`config.mk`:
```
export PLATFORM = sky130hd
export DESIGN_NAME = sd_cmd_tx_flat
export DESIGN_NICKNAME = d
export VERILOG_FILES = /design/src/rtl/sd_pkg.sv /design/src/rtl/sd_cmd_tx_if.sv /design/src/rtl/crc7_serial.sv /design/src/rtl/sd_cmd_tx.sv /design/src/flat_wrapper.sv
export SDC_FILE = /design/constraint.sdc
export NUM_CORES = 1
export LEC_CHECK = 0
export BUFFER_PORTS_ARGS = -buffer_cell sky130_fd_sc_hd__buf_2
export CAP_MARGIN = 25
export CORE_MARGIN = 5
export CORE_UTILIZATION = 45
export CTS_CLUSTER_DIAMETER = 150
export DETAILED_ROUTE_END_ITERATION = 8
export PLACE_DENSITY = 0.68
export SETUP_SLACK_MARGIN = 0.5
export SLEW_MARGIN = 20
export SYNTH_ARGS = -nofsm -noshare
export SYNTH_HDL_FRONTEND = slang
export SYNTH_SLANG_ARGS = --single-unit
```
`constraint.sdc`:
```
create_clock -name clk -period 3.7 [get_ports clk]
set_input_delay 0 -clock clk [delete_from_list [all_inputs] [get_ports clk]]
set_output_delay 0 -clock clk [all_outputs]
set_load 0.02 [all_outputs]
```
`src/rtl/sd_pkg.sv`:
```
// Shared SD definitions: frame layout constants, transmitter state encoding
// and the serial CRC7 step used by both the command transmitter and the
// response receiver.
package sd_pkg;

   localparam int unsigned SD_FRAME_BITS = 48;
   localparam logic [6:0]  SD_CRC7_POLY  = 7'h09;   // x^7 + x^3 + 1

   localparam logic SD_START_BIT = 1'b0;
   localparam logic SD_TX_BIT    = 1'b1;
   localparam logic SD_END_BIT   = 1'b1;

   typedef enum logic [1:0] {
      IDLE,
      SHIFT,
      FINISH
   } sd_tx_state_t;

   // One serial CRC7 step: shift left and fold in the generator when the
   // incoming bit differs from the current MSB.
   function automatic logic [6:0] crc7_next(input logic [6:0] crc, input logic din);
      return {crc[5:0], 1'b0} ^ (((din ^ crc[6]) == 1'b1) ? SD_CRC7_POLY : 7'h00);
   endfunction

endpackage

```
`src/rtl/sd_cmd_tx_if.sv`:
```
// Host-side request/status bundle of the SD command transmitter.
//   start      : one-cycle request to send
//   cmd_index  : 6-bit command index
//   cmd_arg    : 32-bit command argument
//   abort      : synchronous abort of the frame in flight
//   busy       : frame in progress
//   done       : one-cycle pulse when the end bit completes
// master = host controller, slave = transmitter.
interface sd_cmd_tx_if;

   logic        start;
   logic [5:0]  cmd_index;
   logic [31:0] cmd_arg;
   logic        abort;
   logic        busy;
   logic        done;

   modport master (
      output start, cmd_index, cmd_arg, abort,
      input  busy, done
   );

   modport slave (
      input  start, cmd_index, cmd_arg, abort,
      output busy, done
   );

endinterface

```
`src/rtl/crc7_serial.sv`:
```
// Bit-serial CRC7 accumulator (generator x^7+x^3+1).
//   clk, rst : clock, asynchronous active-high reset
//   clear    : synchronous clear to zero (wins over en)
//   en       : fold din into the running CRC this cycle
//   din      : serial data bit
//   crc      : current remainder
module crc7_serial
   import sd_pkg::*;
(
   input  logic       clk,
   input  logic       rst,
   input  logic       clear,
   input  logic       en,
   input  logic       din,
   output logic [6:0] crc
);

   always_ff @(posedge clk or posedge rst) begin
      if (rst) begin
         crc <= '0;
      end else if (clear) begin
         crc <= '0;
      end else if (en) begin
         crc <= crc7_next(crc, din);
      end
   end

endmodule

```
`src/rtl/sd_cmd_tx.sv`:
```
// SD command-line transmitter. Builds the 48-bit command frame
// {start, tx, index, arg, crc7, end} and shifts it out MSB-first, one bit
// per shift_enable strobe from the SD timer.
//   clk, rst     : clock, asynchronous active-high reset
//   host         : request/status bundle (start, cmd_index, cmd_arg,
//                  abort, busy, done)
//   shift_enable : bit strobe from the SD timer
//   timer_enable : keeps the SD timer counting while a frame is in flight
//   clear_byte   : clears the timer byte counter when a frame is accepted
//   cmd_out      : serial CMD line data (registered)
//   cmd_oe       : CMD line output enable
module sd_cmd_tx
   import sd_pkg::*;
(
   input  logic           clk,
   input  logic           rst,
   sd_cmd_tx_if.slave     host,
   input  logic           shift_enable,
   output logic           timer_enable,
   output logic           clear_byte,
   output logic           cmd_out,
   output logic           cmd_oe
);

   localparam int unsigned FRAME_BITS = SD_FRAME_BITS;
   localparam logic [6:0]  CRC_POLY   = SD_CRC7_POLY;
   localparam logic [5:0]  CNT_TOP    = 6'(FRAME_BITS - 1);

   sd_tx_state_t state_q, state_d;
   logic [5:0]   bit_cnt_q, bit_cnt_d;
   logic [39:0]  frame_q, frame_d;      // frame bits 47..8
   logic         cmd_out_q, cmd_out_d;
   logic [6:0]   crc;
   logic [6:0]   crc_upd;
   logic         crc_clr;
   logic         crc_en;
   logic         cur_bit;

   // Bit presented on the line for a given down-counter position.
   function automatic logic bit_at(input logic [5:0] cnt,
                                   input logic [39:0] frm,
                                   input logic [6:0] c);
      if (cnt >= 6'd8)
         return frm[cnt - 6'd8];
      else if (cnt != 6'd0)
         return c[3'(cnt - 6'd1)];
      else
         return SD_END_BIT;
   endfunction

   crc7_serial u_crc (
      .clk   (clk),
      .rst   (rst),
      .clear (crc_clr),
      .en    (crc_en),
      .din   (cur_bit),
      .crc   (crc)
   );

   always_ff @(posedge clk or posedge rst) begin
      if (rst) begin
         state_q   <= IDLE;
         bit_cnt_q <= CNT_TOP;
         frame_q   <= '0;
         cmd_out_q <= 1'b1;
      end else begin
         state_q   <= state_d;
         bit_cnt_q <= bit_cnt_d;
         frame_q   <= frame_d;
         cmd_out_q <= cmd_out_d;
      end
   end

   assign cur_bit = bit_at(bit_cnt_q, frame_q, crc);

   // The registered line bit for the next position needs the CRC value that
   // the accumulator will hold after this strobe, so the same step is
   // evaluated here in parallel with the sub-module's register update.
   assign crc_upd = crc_en ? crc7_next(crc, cur_bit) : crc;

   always_comb begin
      state_d    = state_q;
      bit_cnt_d  = bit_cnt_q;
      frame_d    = frame_q;
      cmd_out_d  = cmd_out_q;
      crc_clr    = 1'b0;
      crc_en     = 1'b0;
      clear_byte = 1'b0;

      unique case (state_q)
         IDLE: begin
            cmd_out_d = 1'b1;
            if (host.start) begin
               state_d    = SHIFT;
               frame_d    = {SD_START_BIT, SD_TX_BIT, host.cmd_index, host.cmd_arg};
               bit_cnt_d  = CNT_TOP;
               crc_clr    = 1'b1;
               clear_byte = 1'b1;
               cmd_out_d  = SD_START_BIT;
            end
         end
         SHIFT: begin
            if (host.abort) begin
               state_d   = IDLE;
               bit_cnt_d = CNT_TOP;
               cmd_out_d = 1'b1;
            end else if (shift_enable) begin
               if (bit_cnt_q == 6'd0) begin
                  state_d   = FINISH;
                  bit_cnt_d = CNT_TOP;
                  cmd_out_d = 1'b1;
               end else begin
                  crc_en    = (bit_cnt_q >= 6'd8);
                  bit_cnt_d = bit_cnt_q - 6'd1;
                  cmd_out_d = bit_at(bit_cnt_q - 6'd1, frame_q, crc_upd);
               end
            end
         end
         FINISH: begin
            state_d   = IDLE;
            cmd_out_d = 1'b1;
         end
         default: begin
            state_d = IDLE;
         end
      endcase
   end

   assign cmd_out      = cmd_out_q;
   assign cmd_oe       = (state_q == SHIFT);
   assign timer_enable = (state_q == SHIFT);
   assign host.busy    = (state_q == SHIFT);
   assign host.done    = (state_q == FINISH);

endmodule

```
`src/flat_wrapper.sv`:
```
// flat-port wrapper written by rule: the top's interface ports become plain ports
module sd_cmd_tx_flat import sd_pkg::*;
  (clk, rst, shift_enable, timer_enable, clear_byte, cmd_out, cmd_oe, host_start, host_cmd_index, host_cmd_arg, host_abort, host_busy, host_done);
  sd_cmd_tx_if host_i ();
  input  logic clk;
  input  logic rst;
  input  logic shift_enable;
  output logic timer_enable;
  output logic clear_byte;
  output logic cmd_out;
  output logic cmd_oe;
  input wire logic [$bits(host_i.start)-1:0] host_start;
  input wire logic [$bits(host_i.cmd_index)-1:0] host_cmd_index;
  input wire logic [$bits(host_i.cmd_arg)-1:0] host_cmd_arg;
  input wire logic [$bits(host_i.abort)-1:0] host_abort;
  output wire logic [$bits(host_i.busy)-1:0] host_busy;
  output wire logic [$bits(host_i.done)-1:0] host_done;
  assign host_i.start = host_start;
  assign host_i.cmd_index = host_cmd_index;
  assign host_i.cmd_arg = host_cmd_arg;
  assign host_i.abort = host_abort;
  assign host_busy = host_i.busy;
  assign host_done = host_i.done;
  sd_cmd_tx u_core (.clk(clk), .rst(rst), .host(host_i), .shift_enable(shift_enable), .timer_enable(timer_enable), .clear_byte(clear_byte), .cmd_out(cmd_out), .cmd_oe(cmd_oe));
endmodule
```
# Yosys cells after proc, flatten, opt, wreduce, memory -nomap -nowiden
# Cells that the tools add are included.
[op_classes]
n_addsub = 4
n_lt_le_gt_ge = 6
eq_ne = 5
n_mux = 36
bitwise = 2
reduce_logical = 10
[op_table]
columns = ["operator", "n"]
rows = [
  ["6-bit 2-to-1 mux", 4],
  ["1-bit 2-to-1 mux", 18],
  ["6-bit by 7-bit less-than comparator with 1-bit output (second input constant)", 2],
  ["7-bit 2-to-1 mux", 2],
  ["1-bit binary-select mux with 6-bit select", 2],
  ["6-bit by 4-bit >= comparator with 1-bit output (second input constant)", 2],
  ["6-bit one-hot mux with 2 select lines", 1],
  ["6-bit nonzero test", 2],
  ["6-bit by 4-bit subtractor with 6-bit output (second input constant)", 2],
  ["3-bit by 4-bit less-than comparator with 1-bit output (second input constant)", 2],
  ["2-bit 2-to-1 mux", 4],
  ["7-bit bitwise XOR", 1],
  ["1-bit binary-select mux with 3-bit select", 2],
  ["6-bit logical NOT", 1],
  ["3-bit AND reduction", 2],
  ["6-bit by 1-bit subtractor with 6-bit output (second input constant)", 1],
  ["4-bit 2-to-1 mux", 1],
  ["2-bit one-hot mux with 2 select lines", 1],
  ["2-bit AND reduction", 2],
  ["3-bit by 1-bit != test with 1-bit output (second input constant)", 1],
  ["3-bit by 2-bit != test with 1-bit output (second input constant)", 1],
  ["1-bit one-hot mux with 3 select lines", 1],
  ["3-bit nonzero test", 1],
  ["3-bit by 1-bit subtractor with 3-bit output (second input constant)", 1],
  ["6 further kinds", 6],
]
[word_totals]
ff_bits = 55
input_bits = 43

# Logic depth before layout (Yosys ltp)
[logic_depth]
word_depth = 17
mapped_depth = 14
ltp_nobuf = 11

# Cells and area by module
# Synthesis repeated with hierarchy kept, for this count alone.
[hier_totals]
cells_unflattened = 292
hier_area_um2 = 3514.6
[by_module_without_submodules]
columns = ["module", "n_inst", "cells_each", "area_each_um2"]
rows = [
  ["sd_cmd_tx", 1, 263, 3203.1],
  ["crc7_serial", 1, 29, 311.5],
]

# Least setup slack after synthesis
# Ideal clock, no wire load.
[synth_timing]
path_kind = "register -> register"
from = "reg u_core.bit_cnt_q[0]"
to = "reg u_core.cmd_out_q (netlist: u_core.cmd_out)"
arrival_ps = 3183
slack_ps = 430
stages_incl_launch_ff = 14
n_path_buf = 3
path_cell_list = "dfstp_2 > buf_2 > clkinv_1 > ha_1 > clkbuf_1 > clkbuf_1 > mux4_2 > mux2i_1 > nand3_1 > o311a_1 > a31o_2 > nand2b_1 > a21oi_1 > o32ai_1"
[synth_via]
elab_chain_len = 17
word_cells_on_any_way = 33
cone_classes = "4 x add/sub; 2 x order compare; 22 x mux; 2 x bitwise; 3 x reduce/logical"
[synth_rtl]
columns = ["item", "line_no", "rtl"]
rows = [
  ["start: declaration", "sd_cmd_tx.sv:30", "logic [5:0] bit_cnt_q, bit_cnt_d;"],
  ["start signal: assignment", "sd_cmd_tx.sv:68", "bit_cnt_q <= bit_cnt_d;"],
  ["branches (longest 13 deep; another with 6-bit by 4-bit subtractor with 6-bit output)", "-", ""],
  ["1-bit 2-to-1 mux (*)", "sd_cmd_tx.sv:108", "if (bit_cnt_q == 6'd0) begin"],
  ["1-bit 2-to-1 mux (*)", "sd_cmd_tx.sv:107", "end else if (shift_enable) begin"],
  ["1-bit 2-to-1 mux (*)", "sd_cmd_tx.sv:103", "if (host.abort) begin"],
  ["1-bit one-hot mux with 3 select lines (*)", "sd_cmd_tx.sv:90", "unique case (state_q)"],
  ["end signal: assignment", "sd_cmd_tx.sv:70", "cmd_out_q <= cmd_out_d;"],
  ["end: declaration", "sd_cmd_tx.sv:32", "logic cmd_out_q, cmd_out_d;"],
]
# Every way passes the cells marked *. The select of a mux whose other input is x is not followed.
# A chain may end at the register's enable or synchronous reset.

# Final worst setup path
[layout_timing]
from = "reg u_core.bit_cnt_q[1]"
to = "reg u_core.cmd_out_q (netlist: u_core.cmd_out)"
# The elaborated chain is that of the path after synthesis.

==> impl_summary.log <==
INFO  metric run_status = finished, final reports clean
INFO  metric insertedDiodeCount = 0
INFO  metric width_of_the_die = 97.40 um
INFO  metric start_util = 0.4689
INFO  metric cts_root_buf = sky130_fd_sc_hd__clkbuf_8
INFO  metric die_area = ~9500 um2
INFO  metric final_hold_viol_count = 0
INFO  metric synthMuxAreaShare = 0.1616
INFO  metric layout-drive-gt1-share = 0.2289
INFO  metric postSynthNetCount = ~420
INFO  metric final_setup_violations = 0
INFO  metric yosysWarningCount = 0
INFO  metric route.detailed.wl_per_inst = 14.34 um
INFO  metric synthXorXnorAreaFrac = 0.02694
INFO  metric num_rows = 31
INFO  metric first_global_vias = 2,914
INFO  metric cp-end-kind = register
INFO  metric routed-via-count = 2,887
INFO  metric ir_worst_vdd = ~300 uV
INFO  metric clock-skew-final = about 0.007 ns
INFO  metric power_per_cell_area = approximately 650 nW/um2
INFO  metric final_period_minus_worst_setup_slack = 3.030 ns
INFO  metric rrSetupSlack = 0.67 ns
INFO  metric grt_overflow_total = 0
INFO  metric cts.reportedPaths.clkPinSlew = 0.10 ns
INFO  metric synth_simple_gate_area_frac = 0.2308
INFO  metric r2r-start = u_core.bit_cnt_q[1]
INFO  metric tritoncts.num_buffers = 5
INFO  metric layout-area-overhead-vs-synth = 25.34%
INFO  metric ffs_w_async_s_r_synth = 1.000
INFO  metric achievable-frequency = around 330 MHz
INFO  metric max_slew.worst_pin.slew = 0.7894 ns
INFO  metric synthesis.area = ~3400 um2
INFO  metric grt_max_degree = 46
INFO  metric fin_util = 0.5876
INFO  metric cp-start-kind = register
INFO  metric slew-limit-headroom = 0.4602
INFO  metric finish.cell_count_without_fillers = 549
INFO  metric maxCapViolCount = 0
INFO  metric worstReg2RegEnd = u_core.cmd_out
INFO  metric postRouteWirelength = between 7000 and 8000 um
INFO  metric synthesis.area_per_instance = ~9.4 um2
INFO  metric pins_over_slew_limit = 0
INFO  metric hold_path.startpoint = host_abort
INFO  metric fin_crit_sh = 0.8188
INFO  metric clock-sinks = 55
INFO  metric synth_cell_types = 58
INFO  metric avgViaCountPerCell = between 5 and 6
INFO  metric worst-r2r-cell-count = 8
INFO  metric timing.critical_path.arrival = between 3 and 4 ns
INFO  metric drt_iter0_markers = roughly 190
INFO  metric finalNetCount = approximately 500
INFO  metric core_region_area = around 7300 um2
INFO  metric largest_family_of_logic_cells_by_synthesized_area = simple AND/OR/NAND/NOR gates
INFO  metric critical_path_required = between 3 and 4 ns
INFO  metric detailedRoute.firstPassIterationCount = 4
INFO  metric dieHeight = 97.40 um
INFO  metric synth-compound-area-share = 0.08773
INFO  metric final.hold.worst_slack = 0.07063 ns
INFO  metric io_pins = 49
INFO  metric hold_depth = 3
INFO  metric post_drt_antenna_nets = 0
INFO  metric leakagePower = ~0.002 uW
INFO  metric synth_ff_type = sky130_fd_sc_hd__dfrtp_1
INFO  metric min_delay_worst_endpoint = u_core.state_q[1]
INFO  metric ys_seq_elements = 55
INFO  metric synthesis.instances = about 370
INFO  metric grt_pass1_wl = about 14,000 um
INFO  metric timing_worst_setup_path_type = register to register
INFO  metric dp_hpwl = between 5000 and 6000 um
INFO  metric placed_cells = approximately 500
INFO  metric grt_antenna_before_repair = 0
INFO  metric hold_class = input pin to register
INFO  metric seq_total_area_yosys = 0.4026
INFO  metric synth_adder_area_share = 0.04368
INFO  metric place.gp.congestion = 0.8301
INFO  metric clkLatencyLatePin = about 0.32 ns
INFO  metric grt_util_all_layers = 0.1747
INFO  metric rsz0062_at_grt = no
INFO  metric ctsHtreeMaxLevel = 2
INFO  metric fin_setup_tns = 0 ns
INFO  metric max-clock-path-buffers = 2
INFO  metric synth_enable_flop_cells = 0
INFO  metric tritoncts = yes
INFO  metric worst-path-max-fanout = 9
INFO  metric port_buffers = 48
INFO  metric drc = 0
synthesized netlist by cell type (3+ instances only):
library cell,count,area share
sky130_fd_sc_hd__mux4_2,15,0.098
sky130_fd_sc_hd__xnor2_1,7,0.018
sky130_fd_sc_hd__nor2_1,20,0.022
sky130_fd_sc_hd__inv_1,10,0.011
sky130_fd_sc_hd__dfstp_2,6,0.046
sky130_fd_sc_hd__ha_1,12,0.044
sky130_fd_sc_hd__nand4_1,3,0.0055
sky130_fd_sc_hd__mux4_1,4,0.031
sky130_fd_sc_hd__a21oi_1,13,0.019
sky130_fd_sc_hd__mux2i_1,9,0.026
sky130_fd_sc_hd__nand2b_1,5,0.0091
sky130_fd_sc_hd__buf_4,3,0.0066
sky130_fd_sc_hd__nand2_1,130,0.14
sky130_fd_sc_hd__nand3_1,4,0.0058
sky130_fd_sc_hd__a31oi_1,3,0.0055
sky130_fd_sc_hd__o21ai_0,5,0.0073
sky130_fd_sc_hd__buf_2,5,0.0073
sky130_fd_sc_hd__clkbuf_1,14,0.015
sky130_fd_sc_hd__dfrtp_1,49,0.36
how the worst max path moves through the flow:
stage                        startpoint  slack, ns        endpoint  depth (start not counted)
CTS                 u_core.bit_cnt_q[1]       0.52  u_core.cmd_out                         10
finish              u_core.bit_cnt_q[1]       0.67  u_core.cmd_out                          8
detailed placement  u_core.bit_cnt_q[1]       0.53  u_core.cmd_out                         10
global placement    u_core.bit_cnt_q[1]       0.65  u_core.cmd_out                         10
floorplan           u_core.bit_cnt_q[0]       0.59  u_core.cmd_out                         13
global route        u_core.bit_cnt_q[1]       0.53  u_core.cmd_out                          8
final cells by class:
cell class / count / area (um2)
Multi-Input combinational cell: 276 / 1906
Clock inverter: 3 / 55.05
Inverter: 13 / 48.80
Clock buffer: 5 / 68.82
Tap cell: 99 / 123.9
Timing Repair Buffer: 98 / 718.2
Fill cell: 645 / 3023
Sequential cell: 55 / 1388
layer usage:
layer  vias to the layer above  global-route usage  wire length (um)  share of wire
met4                         0             0.03834               112          0.014
met3                        12             0.03589               387          0.049
met2                        78              0.2878              3649           0.46
met5                         -                   0                 0              0
met1                      1366              0.2387              3724           0.47
li1                       1431                   -                 -              -
critical path, cell delays in order, from the launching register on:
cell and delay (ns):
sky130_fd_sc_hd__dfstp_4 0.70, sky130_fd_sc_hd__mux4_1 0.56, sky130_fd_sc_hd__mux4_2 0.49, sky130_fd_sc_hd__nand2b_4 0.16
sky130_fd_sc_hd__a211oi_2 0.25, sky130_fd_sc_hd__xnor2_1 0.20, sky130_fd_sc_hd__and2_1 0.21, sky130_fd_sc_hd__a211oi_2 0.05
sky130_fd_sc_hd__o32ai_1 0.32
registers in the layout, indices dropped and copies added (netlist names):
name              count
u_core.u_crc.crc      7
u_core.frame_q       39
u_core.state_q        2
u_core.bit_cnt_q      6
u_core.cmd_out        1
power by group:
group,switching [uW],internal [uW]
combinational,635,681
clock,212,208
sequential,208,855
total,1060,1750
what timing repair did:
| action | in CTS | in global routing |
|---|---|---|
| buffers inserted | 0 | 2 |
| endpoints found under the hold margin | 62 | 0 |
| gates resized for setup | 0 | 4 |
| hold buffers | 41 | 0 |
| endpoints found under the setup margin | 0 | 1 |
cells in the final DEF (no fill, tap or decap), types with 5 or more instances in the layout:
master	synthesis	routed
sky130_fd_sc_hd__nand2b_1	5	5
sky130_fd_sc_hd__clkbuf_8	0	5
sky130_fd_sc_hd__buf_2	5	48
sky130_fd_sc_hd__buf_4	3	9
sky130_fd_sc_hd__nand2_1	130	130
sky130_fd_sc_hd__mux2i_1	9	9
sky130_fd_sc_hd__nor2_1	20	20
sky130_fd_sc_hd__a21oi_1	13	13
sky130_fd_sc_hd__inv_1	10	9
sky130_fd_sc_hd__ha_1	12	11
sky130_fd_sc_hd__xnor2_1	7	7
sky130_fd_sc_hd__dfrtp_1	49	49
sky130_fd_sc_hd__o21ai_0	5	5
sky130_fd_sc_hd__dfstp_2	6	5
sky130_fd_sc_hd__mux4_2	15	15
sky130_fd_sc_hd__dlygate4sd3_1	0	41
cell families (layout without fill, tap and decap cells):
kind of cell	Yosys count	in the layout
AO/OA/AOI/OAI	42	42
XOR/XNOR	9	9
adder cells (fa/ha/maj)	12	12
buffers and inverters	36	119
flip-flops	55	55
multiplexers	30	30
AND/OR/NAND/NOR	183	183
metrics by stage:
step	setup WS (ns)	total power [uW]	instance area (um2)
finish	0.6705	2801	4308
global route	0.5346	3016	4308
CTS	0.5191	2804	4277
detailed placement	0.5324	2344	3742
global placement	0.6455	2309	3742
floorplan	0.5922	2054	3438
Note: power is estimated with default switching activity, not from simulation.
